`src/rtl/alu_arbiter_ctrl.sv`:
```
// Two-port round-robin arbiter and sequencer for a shared two-operand ALU.
// Drives registered ALU operand/function/enable pins and returns tagged results.
module alu_arbiter_ctrl #(
  parameter int unsigned DATA_WIDTH     = 8,
  parameter int unsigned FUNC_WIDTH     = 4,
  parameter int unsigned TIMEOUT_CYCLES = 8
) (
  input  logic                    CLK,
  input  logic                    RST,
  input  logic                    REQ0_VALID,
  output logic                    REQ0_READY,
  input  logic [DATA_WIDTH-1:0]   REQ0_A,
  input  logic [DATA_WIDTH-1:0]   REQ0_B,
  input  logic [FUNC_WIDTH-1:0]   REQ0_FUNC,
  input  logic                    REQ1_VALID,
  output logic                    REQ1_READY,
  input  logic [DATA_WIDTH-1:0]   REQ1_A,
  input  logic [DATA_WIDTH-1:0]   REQ1_B,
  input  logic [FUNC_WIDTH-1:0]   REQ1_FUNC,
  output logic                    RSP_VALID,
  input  logic                    RSP_READY,
  output logic                    RSP_ID,
  output logic [2*DATA_WIDTH-1:0] RSP_DATA,
  output logic                    RSP_ERR,
  output logic [DATA_WIDTH-1:0]   ALU_A,
  output logic [DATA_WIDTH-1:0]   ALU_B,
  output logic [FUNC_WIDTH-1:0]   ALU_FUNC,
  output logic                    ALU_EN,
  input  logic [2*DATA_WIDTH-1:0] ALU_RESULT,
  input  logic                    ALU_RESULT_VALID
);

  localparam int unsigned ResW = 2 * DATA_WIDTH;
  localparam int unsigned CntW = $clog2(TIMEOUT_CYCLES + 1);
  localparam logic [FUNC_WIDTH-1:0] FuncMax = FUNC_WIDTH'(13);
  localparam logic [FUNC_WIDTH-1:0] FuncDiv = FUNC_WIDTH'(3);
  localparam logic [CntW-1:0] CntLast = CntW'(TIMEOUT_CYCLES - 1);

  typedef enum logic [2:0] {StIdle, StLoad, StExec, StWait, StResp} state_e;

  state_e state_q, state_d;

  logic ready0_q, ready0_d;
  logic ready1_q, ready1_d;
  logic last_q, last_d;

  logic acc0, acc1, accept;
  logic win0, win1;
  logic illegal;
  logic [DATA_WIDTH-1:0] sel_a, sel_b;
  logic [FUNC_WIDTH-1:0] sel_func;

  logic [CntW-1:0] cnt_q, cnt_d;
  logic            cnt_last;

  logic [DATA_WIDTH-1:0] alu_a_q, alu_a_d;
  logic [DATA_WIDTH-1:0] alu_b_q, alu_b_d;
  logic [FUNC_WIDTH-1:0] alu_func_q, alu_func_d;
  logic                  alu_en_q, alu_en_d;

  logic            rsp_valid_q, rsp_valid_d;
  logic            rsp_id_q, rsp_id_d;
  logic [ResW-1:0] rsp_data_q, rsp_data_d;
  logic            rsp_err_q, rsp_err_d;

  // Acceptance, payload selection and legality of the winning request.
  always_comb begin
    acc0     = (state_q == StIdle) & REQ0_VALID & ready0_q;
    acc1     = (state_q == StIdle) & REQ1_VALID & ready1_q;
    accept   = acc0 | acc1;
    sel_a    = acc1 ? REQ1_A : REQ0_A;
    sel_b    = acc1 ? REQ1_B : REQ0_B;
    sel_func = acc1 ? REQ1_FUNC : REQ0_FUNC;
    illegal  = (sel_func > FuncMax) | ((sel_func == FuncDiv) & (sel_b == '0));
    // last_q==1 means requester 1 was granted last, so requester 0 wins a tie
    win0     = REQ0_VALID & (~REQ1_VALID | last_q);
    win1     = REQ1_VALID & (~REQ0_VALID | ~last_q);
    cnt_last = (cnt_q == CntLast);
  end

  always_comb begin
    state_d = state_q;
    last_d  = last_q;
    unique case (state_q)
      StIdle: begin
        if (accept) begin
          last_d  = acc1;
          state_d = illegal ? StResp : StLoad;
        end
      end
      StLoad: state_d = StExec;
      StExec: state_d = StWait;
      StWait: begin
        if (ALU_RESULT_VALID || cnt_last) begin
          state_d = StResp;
        end
      end
      StResp: begin
        if (RSP_READY) begin
          state_d = StIdle;
        end
      end
      default: state_d = StIdle;
    endcase
    // READY is precomputed for the cycle we will spend in IDLE, so a request
    // can be accepted on the first IDLE cycle after a response completes.
    ready0_d = (state_d == StIdle) & win0;
    ready1_d = (state_d == StIdle) & win1;
  end

  always_comb begin
    alu_a_d     = alu_a_q;
    alu_b_d     = alu_b_q;
    alu_func_d  = alu_func_q;
    alu_en_d    = (state_q == StLoad);
    cnt_d       = (state_q == StWait) ? cnt_q + CntW'(1) : '0;
    rsp_valid_d = (state_d == StResp);
    rsp_id_d    = rsp_id_q;
    rsp_data_d  = rsp_data_q;
    rsp_err_d   = rsp_err_q;

    if (accept) begin
      rsp_id_d = acc1;
      if (illegal) begin
        rsp_data_d = '0;
        rsp_err_d  = 1'b1;
      end else begin
        // Operands are registered at acceptance so they are stable for all of LOAD.
        alu_a_d    = sel_a;
        alu_b_d    = sel_b;
        alu_func_d = sel_func;
      end
    end

    if (state_q == StWait) begin
      if (ALU_RESULT_VALID) begin
        rsp_data_d = ALU_RESULT;
        rsp_err_d  = 1'b0;
      end else if (cnt_last) begin
        rsp_data_d = '0;
        rsp_err_d  = 1'b1;
      end
    end
  end

  always_ff @(posedge CLK or posedge RST) begin
    if (RST) begin
      state_q     <= StIdle;
      ready0_q    <= 1'b0;
      ready1_q    <= 1'b0;
      last_q      <= 1'b1;
      cnt_q       <= '0;
      alu_a_q     <= '0;
      alu_b_q     <= '0;
      alu_func_q  <= '0;
      alu_en_q    <= 1'b0;
      rsp_valid_q <= 1'b0;
      rsp_id_q    <= 1'b0;
      rsp_data_q  <= '0;
      rsp_err_q   <= 1'b0;
    end else begin
      state_q     <= state_d;
      ready0_q    <= ready0_d;
      ready1_q    <= ready1_d;
      last_q      <= last_d;
      cnt_q       <= cnt_d;
      alu_a_q     <= alu_a_d;
      alu_b_q     <= alu_b_d;
      alu_func_q  <= alu_func_d;
      alu_en_q    <= alu_en_d;
      rsp_valid_q <= rsp_valid_d;
      rsp_id_q    <= rsp_id_d;
      rsp_data_q  <= rsp_data_d;
      rsp_err_q   <= rsp_err_d;
    end
  end

  assign REQ0_READY = ready0_q;
  assign REQ1_READY = ready1_q;
  assign RSP_VALID  = rsp_valid_q;
  assign RSP_ID     = rsp_id_q;
  assign RSP_DATA   = rsp_data_q;
  assign RSP_ERR    = rsp_err_q;
  assign ALU_A      = alu_a_q;
  assign ALU_B      = alu_b_q;
  assign ALU_FUNC   = alu_func_q;
  assign ALU_EN     = alu_en_q;

endmodule

```
`config.mk`:
```
export PLATFORM = sky130hd
export DESIGN_NAME = alu_arbiter_ctrl
export DESIGN_NICKNAME = d
export VERILOG_FILES = /design/src/rtl/alu_arbiter_ctrl.sv
export SDC_FILE = /design/constraint.sdc
export NUM_CORES = 1
export LEC_CHECK = 0
export CAP_MARGIN = 20
export CORE_AREA = 2 2 57 112
export CTS_CLUSTER_SIZE = 20
export DETAILED_ROUTE_END_ITERATION = 16
export DIE_AREA = 0 0 59 114
export PLACE_DENSITY_LB_ADDON = 0.05
export SLEW_MARGIN = 40
export SYNTH_ARGS = -nofsm -noshare
export SYNTH_HDL_FRONTEND = slang
export SYNTH_SLANG_ARGS = --single-unit
```
`constraint.sdc`:
```
create_clock -name CLK -period 2.5 [get_ports CLK]
set_input_delay 0.5 -clock CLK [delete_from_list [all_inputs] [get_ports CLK]]
set_output_delay 0.5 -clock CLK [all_outputs]
set_load 0.02 [all_outputs]
```
==> impl_table.tex, run 1 <==
\begin{tabular}{lr}
\hline
Metric & Value \\
\hline
\multicolumn{2}{l}{\textbf{Final layout}} \\
Number of nets at the end of the flow & 371 \\
Number of diodes added for antenna fixing & 0 \\
Post-route cell area & 0.00374 sq mm \\
Layout overhead on the synthesized area & 57.3\% \\
Share of the core filled with cells & 63.3\% \\
Fraction of final layout cells with drive strength greater than 1 & 23.6\% \\
\multicolumn{2}{l}{\textbf{Clock tree}} \\
Deepest level of the CTS H-tree & 2 \\
Resized Gates After CTS & 0 \\
Setup Fix Bufs, Post-CTS & 0 \\
Number of hold buffers added after CTS & 0 \\
Deepest clock path buffer count & 2 \\
Number of buffers added by the clock tree synthesis step & 5 \\
Later-pin clock latency in the skew report & 290 ps \\
Clock root buffer & sky130\_fd\_sc\_hd\_\_clkbuf\_16 \\
Total clock sinks & 50 \\
Clock tree from TritonCTS & yes \\
Clock Pin Slew Worst Setup and Hold Paths & approximately 70 ps \\
\multicolumn{2}{l}{\textbf{Critical path}} \\
Kind of cell adding the most delay to the critical path & simple AND/OR/NAND/NOR gates \\
Number of buffer and inverter instances along the worst setup path & 2 \\
Data required time of the worst path & 2670 ps \\
Critical path, cell by cell & clkdlybuf4s50\_1 > nor4b\_1 > and3\_1 > o32ai\_4 > buf\_4 > mux2\_1 \\
Stage delay of the slowest cell on the critical path & roughly 450 ps \\
Element type at the critical path end & flip-flop \\
Startpoint kind of the worst setup timing path & primary input \\
CP arrival & 2320 ps \\
WS Path Type & in2reg \\
Largest driver fanout on the critical path & 7 \\
Number of cells on the worst reg-to-reg path & 5 \\
Number of cells on the critical path & 6 \\
Critical Path Slowest Stage Cell & sky130\_fd\_sc\_hd\_\_nor4b\_1 \\
\multicolumn{2}{l}{\textbf{Synthesis}} \\
Top post-synthesis cells by area & sky130\_fd\_sc\_hd\_\_dfrtp\_1 (52\%), sky130\_fd\_sc\_hd\_\_mux2\_2 (18\%), sky130\_fd\_sc\_hd\_\_a22oi\_1 (5.1\%) \\
Register area share after synthesis & 52.7\% \\
Most instantiated cells after synthesis & sky130\_fd\_sc\_hd\_\_dfrtp\_1 (49), sky130\_fd\_sc\_hd\_\_mux2\_2 (37), sky130\_fd\_sc\_hd\_\_a21oi\_1 (17) \\
Xor/xnor cell area share of the yosys netlist & 0.737\% \\
Largest family of logic cells by synthesized area & multiplexers \\
Number of library cell types mapped by synthesis & 41 \\
Yosys top cell area share & roughly 52\% \\
Yosys reg bits & 50 \\
Mapped Avg Cell Area & approximately 13 sq um \\
Simple-Gate Fraction of Synth Area & 10.7\% \\
Mux cell area share after synthesis & 19.0\% \\
Cell area after synthesis & 0.00238 sq mm \\
Share of the synthesized area in compound gates (AO/OA/AOI/OAI) & $\sim$13\% \\
Asr flop ratio synth & 100\% \\
Number of flops mapped to enable cells by yosys & 0 \\
Ys flop type & sky130\_fd\_sc\_hd\_\_dfrtp\_1 \\
Cell count after synthesis & 190 \\
Post-Syn Nets & 253 \\
Fraction of the mapped netlist area in adder cells & 0.527\% \\
Number of synthesis warnings & 0 \\
Largest area contributor in the synthesized netlist & sky130\_fd\_sc\_hd\_\_dfrtp\_1 \\
Top-count cell post-synth & sky130\_fd\_sc\_hd\_\_dfrtp\_1 \\
\multicolumn{2}{l}{\textbf{Floorplanning}} \\
Initial Util & $\sim$40\% \\
IO Pins & about 100 \\
Core area & 0.00591 sq mm \\
Full die area & 0.00673 sq mm \\
Site Rows & 40 \\
Die Span Y & 114 um \\
Width of the die & 59 um \\
\multicolumn{2}{l}{\textbf{Power}} \\
Leakage power & 1.60 nW \\
Worst vdd ir & 0.585 mV \\
PD cells & 1060 mW/mm\^{}2 \\
\multicolumn{2}{l}{\textbf{Global routing}} \\
Via count of the first global-routing pass & 2,110 \\
Largest net degree at the start of global routing & 32 \\
Initial antenna violation count & 0 \\
GRT Overall Usage & just under 20\% \\
Wire length of the first global-routing pass & 10.0 mm \\
Overflow left after global routing & 0 \\
\multicolumn{2}{l}{\textbf{Place}} \\
Global placer's final weighted congestion & 0.771 \\
HPWL reported at the end of detailed placement & 4.58 mm \\
Port-buffer cells & 103 \\
Post-Place Cell Area & 0.00359 sq mm \\
\multicolumn{2}{l}{\textbf{Routing}} \\
Number of vias after detailed routing & 1,974 \\
Total detailed-routing wirelength & 6.03 mm \\
Number of detailed-route iterations in the first pass & 4 \\
Antenna Violating Nets Remaining & 0 \\
Starting DRT DRC Count & 82 \\
Routed via count divided by cell count & 5.31 \\
WL/cell & 16.2 um \\
\# DRC & 0 \\
\multicolumn{2}{l}{\textbf{STA}} \\
Max Transition Viols Final & 0 \\
Final hold viol count & 0 \\
Headroom to the max-slew limit & about 59\% \\
Fmax achieved & roughly 470 MHz \\
Unrepaired setup endpoints after global routing & false \\
Worst slew pin tran & a little over 600 ps \\
Share of the clock period used by the worst path after layout & 85.7\% \\
Worst Skew & 6.31 ps \\
Shortest period the worst path allows & roughly 2100 ps \\
Total of endpoints with negative setup slack in the final report & 0 \\
\multicolumn{2}{l}{\textbf{Status}} \\
Result of the run & finished clean \\
\multicolumn{2}{l}{\textbf{Worst hold path}} \\
Path category of the worst min-delay check & reg2reg \\
Instance count along the most critical hold path & 2 \\
\multicolumn{2}{l}{\textbf{Flow run}} \\
Max\_cap viols & 0 \\
\hline
\end{tabular}
## worst reg2reg max path: cells and delay by family, from the launching register on
family | cells | cell delay, ps
DFF | 1 | 450
buffers and inverters | 1 | 250
and+or+nand+nor | 2 | 370
muxes | 1 | 340
AOI/OAI and AO/OA | 1 | 430
## through the flow
step	hold WS (ps)	setup WS [ps]	power, mW	instances	setup TNS, ps
6_report	473	359	3.95	372	0
4_1_cts	477	357	3.99	372	0
3_5_place_dp	464	48.5	3.28	364	0
3_3_place_gp	454	-221	3.24	362	-4320
2_1_floorplan	432	739	2.35	190	0
5_1_grt	488	215	4.17	372	0
## layer usage
layer / global-route usage [%] / wire length (um)
met4: 6.67 / 89
met2: 33.0 / 3200
met3: 3.40 / 257
met5: 0 / 0
met1: 24.3 / 2490
## layout by cell type, fill, tap and decap left out, types with 3 or more instances in the layout
master	instances
sky130_fd_sc_hd__clkdlybuf4s50_1	103
sky130_fd_sc_hd__dfrtp_1	49
sky130_fd_sc_hd__mux2_2	37
sky130_fd_sc_hd__a21oi_1	17
sky130_fd_sc_hd__a22oi_1	16
sky130_fd_sc_hd__buf_4	15
sky130_fd_sc_hd__nand2_1	6
sky130_fd_sc_hd__nand3_1	5
sky130_fd_sc_hd__clkbuf_16	5
sky130_fd_sc_hd__nor4b_1	4
sky130_fd_sc_hd__nor2_1	4
sky130_fd_sc_hd__and3b_1	3
sky130_fd_sc_hd__o21ai_0	3
sky130_fd_sc_hd__mux2_1	3
## final cells by class
| type | count | area, sq um |
|---|---|---|
| Sequential cell | 50 | 1250 |
| Fill cell | 514 | 2170 |
| Inverter | 2 | 7.51 |
| Multi-Input combinational cell | 128 | 1050 |
| Tap cell | 63 | 78.8 |
| Clock inverter | 3 | 25.0 |
| Clock buffer | 5 | 125 |
| Timing Repair Buffer | 121 | 1190 |
## registers in the layout, indices dropped and copies added (netlist names), 3 cells and up
name	cells
ALU_FUNC	4
ALU_B	8
state_q	3
RSP_DATA	16
ALU_A	8
cnt_q	4
## final timing paths
| path | start | endpoint | slack (ps) |
|---|---|---|---|
| worst max-delay path | REQ0_FUNC[3] | ALU_A[5] | 360 |
| worst min-delay path | last_q | last_q | 470 |
| worst max register to register | state_q[1] | ALU_FUNC[1] | 550 |
| worst min register to register | last_q | last_q | 470 |
| max in group asynchronous | RST | last_q | 1380 |
| min in group asynchronous | RST | ALU_FUNC[2] | 540 |
## power by group
group	switching, mW	internal [mW]
Combinational	0.874	0.988
Sequential	0.214	1.18
Clock	0.318	0.377
Total	1.41	2.54
## logic make-up (layout without fill, tap and decap cells)
logic type                 after synthesis  count (layout)
adders and majority gates                1               1
buffers and inverters                   12             131
DFF                                     50              50
xor gates and xnor gates                 2               2
AOI/OAI and AO/OA                       46              46
and+or+nand+nor                         39              39
muxes                                   40              40
(Power assumes the default switching activity.)
==> run 2: changes to the inputs <==
- CAP_MARGIN: 20 -> unset
- CORE_AREA: 2 2 57 112 -> 3 3 58 113
- DIE_AREA: 0 0 59 114 -> 0 0 61 116
==> impl_table.tex, run 2 (synthesized netlist as in run 1, its figures left out) <==
\begin{tabular}{lr}
\hline
Metric & Value \\
\hline
\multicolumn{2}{l}{\textbf{Floorplanning}} \\
IO Pins & 104 (unchanged) \\
Die Span Y & 116 um (+1.8\%) \\
Width of the die & 61 um (+3.4\%) \\
Initial Util & 40.9\% (+0.68 points) \\
Full die area & 0.00708 sq mm (+5.2\%) \\
Core area & 0.00581 sq mm (-1.7\%) \\
Site Rows & 39 (-2.5\%) \\
\multicolumn{2}{l}{\textbf{Final layout}} \\
Layout overhead on the synthesized area & 56.7\% \\
Fin cells & 364 (-2.2\%) \\
Most frequent standard cell in the layout excluding fill and tap cells & sky130\_fd\_sc\_hd\_\_clkdlybuf4s50\_1 \\
Number of nets at the end of the flow & 365 (-1.6\%) \\
Most frequent cells in the layout & sky130\_fd\_sc\_hd\_\_clkdlybuf4s50\_1 (103), sky130\_fd\_sc\_hd\_\_dfrtp\_1 (49), sky130\_fd\_sc\_hd\_\_mux2\_2 (37) \\
Post-route cell area & 0.00372 sq mm (-0.40\%) \\
Flip-flop count of the largest register, all copies and words added & 16 (unchanged) \\
Fraction of final layout cells with drive strength greater than 1 & 22.1\% (-1.5 points) \\
Number of diodes added for antenna fixing & 0 (unchanged) \\
\multicolumn{2}{l}{\textbf{Routing}} \\
Routed via count divided by cell count & 5.26 (-0.86\%) \\
WL/cell & 16.2 um (about the same) \\
\# DRC & 0 (unchanged) \\
Starting DRT DRC Count & 42 (-49\%) \\
Antenna Violating Nets Remaining & 0 (unchanged) \\
Number of detailed-route iterations in the first pass & 4 (unchanged) \\
Total detailed-routing wirelength & 5.91 mm (-2.1\%) \\
Number of vias after detailed routing & 1,915 (-3.0\%) \\
\multicolumn{2}{l}{\textbf{Critical path}} \\
Beginning of the worst register-to-register path & state\_q[2] \\
CP arrival & 2420 ps (+100 ps) \\
Largest driver fanout on the critical path & 12 (+5) \\
Critical path, cell by cell & clkdlybuf4s50\_1 > nor4b\_1 > and3\_1 > o32ai\_4 > buf\_8 > mux2\_1 \\
Reg-to-reg slack, setup & 400 ps (-150 ps) \\
Element type at the critical path end & flip-flop \\
Data required time of the worst path & 2670 ps (about the same) \\
Critical Path Slowest Stage Cell & sky130\_fd\_sc\_hd\_\_nor4b\_1 \\
WS Path Type & in2reg \\
Startpoint kind of the worst setup timing path & primary input \\
Stage delay of the slowest cell on the critical path & 500 ps (+50 ps) \\
Kind of cell adding the most delay to the critical path & simple AND/OR/NAND/NOR gates \\
Number of cells on the worst reg-to-reg path & 5 (unchanged) \\
Worst flop-to-flop path endpoint & ALU\_A[3] \\
Number of buffer and inverter instances along the worst setup path & 2 (unchanged) \\
\multicolumn{2}{l}{\textbf{Clock tree}} \\
Deepest level of the CTS H-tree & 2 (unchanged) \\
Number of buffers added by the clock tree synthesis step & 5 (unchanged) \\
Clock tree from TritonCTS & yes \\
Setup Fix Bufs, Post-CTS & 0 (unchanged) \\
Number of hold buffers added after CTS & 0 (unchanged) \\
Deepest clock path buffer count & 2 (unchanged) \\
Later-pin clock latency in the skew report & 280 ps (about the same) \\
Resized Gates After CTS & 0 (unchanged) \\
Total clock sinks & 50 (unchanged) \\
Clock Pin Slew Worst Setup and Hold Paths & 60 ps (about the same) \\
Clock root buffer & sky130\_fd\_sc\_hd\_\_clkbuf\_16 \\
\multicolumn{2}{l}{\textbf{Place}} \\
Total placed cells including tap cells & 356 (-2.2\%) \\
Post-placement worst setup slack & -94.7 ps (-143 ps) \\
HPWL reported at the end of detailed placement & 4.67 mm (+2.0\%) \\
Post-Place Cell Area & 0.00356 sq mm (-0.87\%) \\
Global placer's final weighted congestion & 0.732 (-5.0\%) \\
Port-buffer cells & 103 (unchanged) \\
\multicolumn{2}{l}{\textbf{STA}} \\
Headroom to the max-slew limit & 61.6\% (+2.7 points) \\
Fmax achieved & 443 MHz (-5.1\%) \\
Final hold viol count & 0 (unchanged) \\
Shortest period the worst path allows & 2260 ps (+116 ps) \\
Max Transition Viols Final & 0 (unchanged) \\
Share of the clock period used by the worst path after layout & 90.3\% (+4.6 points) \\
Worst slew pin tran & 576 ps (-41.0 ps) \\
Unrepaired setup endpoints after global routing & false \\
Worst Skew & 3.93 ps (-2.38 ps) \\
PnR worst setup slack & 243 ps (-116 ps) \\
Total of endpoints with negative setup slack in the final report & 0 (unchanged) \\
\multicolumn{2}{l}{\textbf{Status}} \\
Result of the run & finished clean \\
\multicolumn{2}{l}{\textbf{Power}} \\
Worst vdd ir & 0.660 mV (+13\%) \\
Leakage power & 1.59 nW (-0.46\%) \\
PD cells & 1060 mW/mm\^{}2 (+0.58\%) \\
Design Power & 3.95 mW (+0.17\%) \\
\multicolumn{2}{l}{\textbf{Global routing}} \\
Via count of the first global-routing pass & 1,889 (-10\%) \\
Wire length of the first global-routing pass & 9.40 mm (-6.1\%) \\
Largest net degree at the start of global routing & 30 (-6.3\%) \\
Overflow left after global routing & 0 (unchanged) \\
GRT Overall Usage & 17.7\% (-1.7 points) \\
Initial antenna violation count & 0 (unchanged) \\
\multicolumn{2}{l}{\textbf{Worst hold path}} \\
Instance count along the most critical hold path & 2 (unchanged) \\
Min-delay src & last\_q \\
Path category of the worst min-delay check & reg2reg \\
Worst hold path endpoint & last\_q \\
\multicolumn{2}{l}{\textbf{Flow run}} \\
Max\_cap viols & 0 (unchanged) \\
\hline
\end{tabular}
[run 2: cell types whose count changed in the layout (fill, tap and decap cells not counted)]
cell,previous run,this run
sky130_fd_sc_hd__clkbuf_8,0,3
sky130_fd_sc_hd__clkinv_4,1,0
sky130_fd_sc_hd__buf_12,2,3
sky130_fd_sc_hd__buf_8,0,1
sky130_fd_sc_hd__clkinvlp_4,1,0
sky130_fd_sc_hd__buf_4,15,8
sky130_fd_sc_hd__buf_6,1,0
sky130_fd_sc_hd__inv_6,1,0
[run 2: area by class of cell]
| class | instances | area (sq um) |
|---|---|---|
| clock buffer | 8 | 166 |
| tap | 61 | 76.3 |
| multi-input combinational | 128 | 1050 |
| inverter | 2 | 7.51 |
| timing repair buffer | 115 | 1170 |
| fill | 474 | 2080 |
| sequential | 50 | 1250 |
[run 2: routing by layer]
layer | global-route usage [%] | vias to the layer above | part of all wire (%) | wire length, um
li1 | - | 927 | - | -
met1 | 20.1 | 923 | 36 | 2160
met2 | 31.6 | 60 | 57 | 3360
met3 | 4.24 | 5 | 5.3 | 316
met4 | 5.21 | 0 | 1.4 | 81
met5 | 0 | - | 0 | 0
[run 2: worst max path at each step]
stage,start,endpoint,slack [ps],cells after the start
CTS,REQ0_FUNC[0],ALU_A[0],210,6
detailed placement,REQ0_FUNC[0],ALU_A[0],-90,6
floorplan,REQ0_FUNC[0],ALU_A[0],740,5
global placement,REQ0_FUNC[1],ALU_FUNC[0],-190,5
global route,REQ0_FUNC[1],ALU_B[6],130,6
finish,REQ0_FUNC[3],ALU_FUNC[3],240,6
[run 2: worst reg2reg max path, delay by kind of cell, from the launching register on]
kind | cells | cell delay [ps]
muxes | 1 | 340
and+or+nand+nor | 2 | 450
buffers and inverters | 1 | 230
AOI/OAI and AO/OA | 1 | 500
DFF | 1 | 480
[run 2: per-stage QoR]
| step | utilization (%) | hold slack [ps] | TNS (ps) |
|---|---|---|---|
| final | 64.1 | 464 | 0 |
| after global routing | 64.1 | 479 | 0 |
| after global placement | 61.0 | 453 | -3740 |
| after CTS | 64.1 | 465 | 0 |
| after detailed placement | 61.3 | 454 | -1030 |
| after floorplan | - | 432 | 0 |
[run 2: report_power, final]
part	total, mW	switching [mW]	internal [mW]
registers	1.38	0.207	1.18
clock network	0.726	0.273	0.453
logic	1.84	0.865	0.979
total	3.95	1.35	2.61
==> RTL change (config.mk and constraints of run 1) <==
The 5 states of `state_e` get a one-hot encoding in 5 bits.
--- a/src/rtl/alu_arbiter_ctrl.sv
+++ b/src/rtl/alu_arbiter_ctrl.sv
@@ -36,7 +36,7 @@
   localparam logic [FUNC_WIDTH-1:0] FuncDiv = FUNC_WIDTH'(3);
   localparam logic [CntW-1:0] CntLast = CntW'(TIMEOUT_CYCLES - 1);
 
-  typedef enum logic [2:0] {StIdle, StLoad, StExec, StWait, StResp} state_e;
+  typedef enum logic [4:0] {StIdle = 5'b00001, StLoad = 5'b00010, StExec = 5'b00100, StWait = 5'b01000, StResp = 5'b10000} state_e;
 
   state_e state_q, state_d;
 
Behaviour: same outputs for any inputs over 10 cycles, from zero or initial values and one cycle with RST high; not proved beyond that.
==> RTL change against run 1 <==
- hold slack lost 0.0091 ns
- wire length shrank 5.0%
- global-route usage shrank 1.0 points
- first-iteration DRC count shrank 22%
- sequential cell count grew 2
- clock power is essentially flat
- core utilization shrank 0.72 points
- final area shrank 1.1%
- worst setup slack lost 0.12 ns
- total power shrank 4.3%
- synthesized area is essentially flat
- fmax shrank 5.1%
- synthesized cell count grew 16%
- critical endpoint is now ALU_B[7]$_DFFE_PP0P_
- largest cell class unchanged
==> RTL change: results (changes against run 1) <==
* Outcome: completed
- The half-perimeter wire length after placement was 4.37 mm (-4.6%).
- Minimum clock period after layout: 2.26 ns (+0.115 ns)
- The number of search-and-repair iterations in the first detailed-routing pass is 5 (+1).
- Ratio of cells with drive above 1 in the final layout: 12.4% (-11 points)
- The startpoint identified for the worst hold timing path is cnt_q[0]$_DFF_PP0_.
- Largest stage delay on the critical path: 0.56 ns (+0.11 ns)
- The final setup skew was 0.00943 ns (+0.00311 ns).
- Peak supply drop: 0.597 mV (+2.0%)
* Weighted congestion at the end of routability-driven global placement: 0.841 (+9.2%)
- The static leakage power was 1.68 nW (+5.1%).
- The endpoint identified for the worst register-to-register timing path is state_q[4]$_DFF_PP0_.
- Critical Path Slowest Stage Cell: sky130_fd_sc_hd__or4_4
- Filler instances: 502 (-2.3%)
* Number of distinct library cell variants in the gate-level netlist after synthesis: 43 (+4.9%)
- The number of cells produced by synthesis is 220 (+16%).
* Area share of fa/ha/maj cells after synthesis: 0.527% (about the same)
- Seq/Total Area, Yosys: 54.9% (+2.2 points)
- The multiplexer area fraction after synthesis came to 3.37% (-16 points).
- Total wire length after detailed routing: 5.73 mm (-5.0%)
- The tightest slew margin relative to the limit came to 60.3% (+1.4 points).
- The fraction of the mapped netlist area in compound gates came to 19.0% (+5.5 points).
- Ranked by total cell area, the synthesized netlist is headed by sky130_fd_sc_hd__dfrtp_1, sky130_fd_sc_hd__nand2_1, sky130_fd_sc_hd__nor2_1.
- Net count after synthesis: 283 (+12%)
- The mean number of vias per cell was 5.11 (-3.8%).
* Kind of cell adding the most delay to the critical path: buffers and inverters
* Min-Delay Path Depth: 1 (-1)
* Final standard cell area without fillers: 3700 um2 (-1.1%)
* Synthesized-area fraction occupied by xor and xnor cells: 1.11% (+0.37 points)
- Register-to-register path setup slack: 0.33 ns (-0.22 ns)
* Most used standard cells in the synthesized netlist: sky130_fd_sc_hd__dfrtp_1, sky130_fd_sc_hd__nand2_1, sky130_fd_sc_hd__nor2_1, sky130_fd_sc_hd__a31oi_1, sky130_fd_sc_hd__a21oi_1
- Area after DPL: 3540 um2 (-1.3%)
- The net count of the finished layout is 392 (+5.7%).
* Placement-stage worst setup slack: -0.0714 ns (-0.120 ns)
RTL change: area by class of cell:
| type | count | share of cell area [%] |
|---|---|---|
| Clock buffer | 5 | 3.39 |
| Clock inverter | 3 | 0.745 |
| Inverter | 6 | 0.609 |
| Multi-Input combinational cell | 151 | 27.3 |
| Sequential cell | 52 | 35.3 |
| Tap cell | 63 | 2.13 |
| Timing Repair Buffer | 113 | 30.6 |
RTL change: logic make-up after synthesis:
group,count (synthesis)
AO/OA/AOI/OAI,52
flip-flops,52
XOR/XNOR,3
multiplexers,8
AND/OR/NAND/NOR,87
adder cells (fa/ha/maj),1
buffers and inverters,17
RTL change: per-layer routing:
metal  track usage [%]  up-vias  routed length (um)
met5                 0        -                   0
met4              7.27        0                 101
met3              4.65        6                 365
met2              29.0       65                2890
met1              23.9      938                2370
li1                  -      998                   -
RTL change: report_power, final:
part / internal [W] / switching, W
sequential: 0.00115 / 0.000180
clock: 0.000380 / 0.000317
combinational: 0.000873 / 0.000877
total: 0.00240 / 0.00137
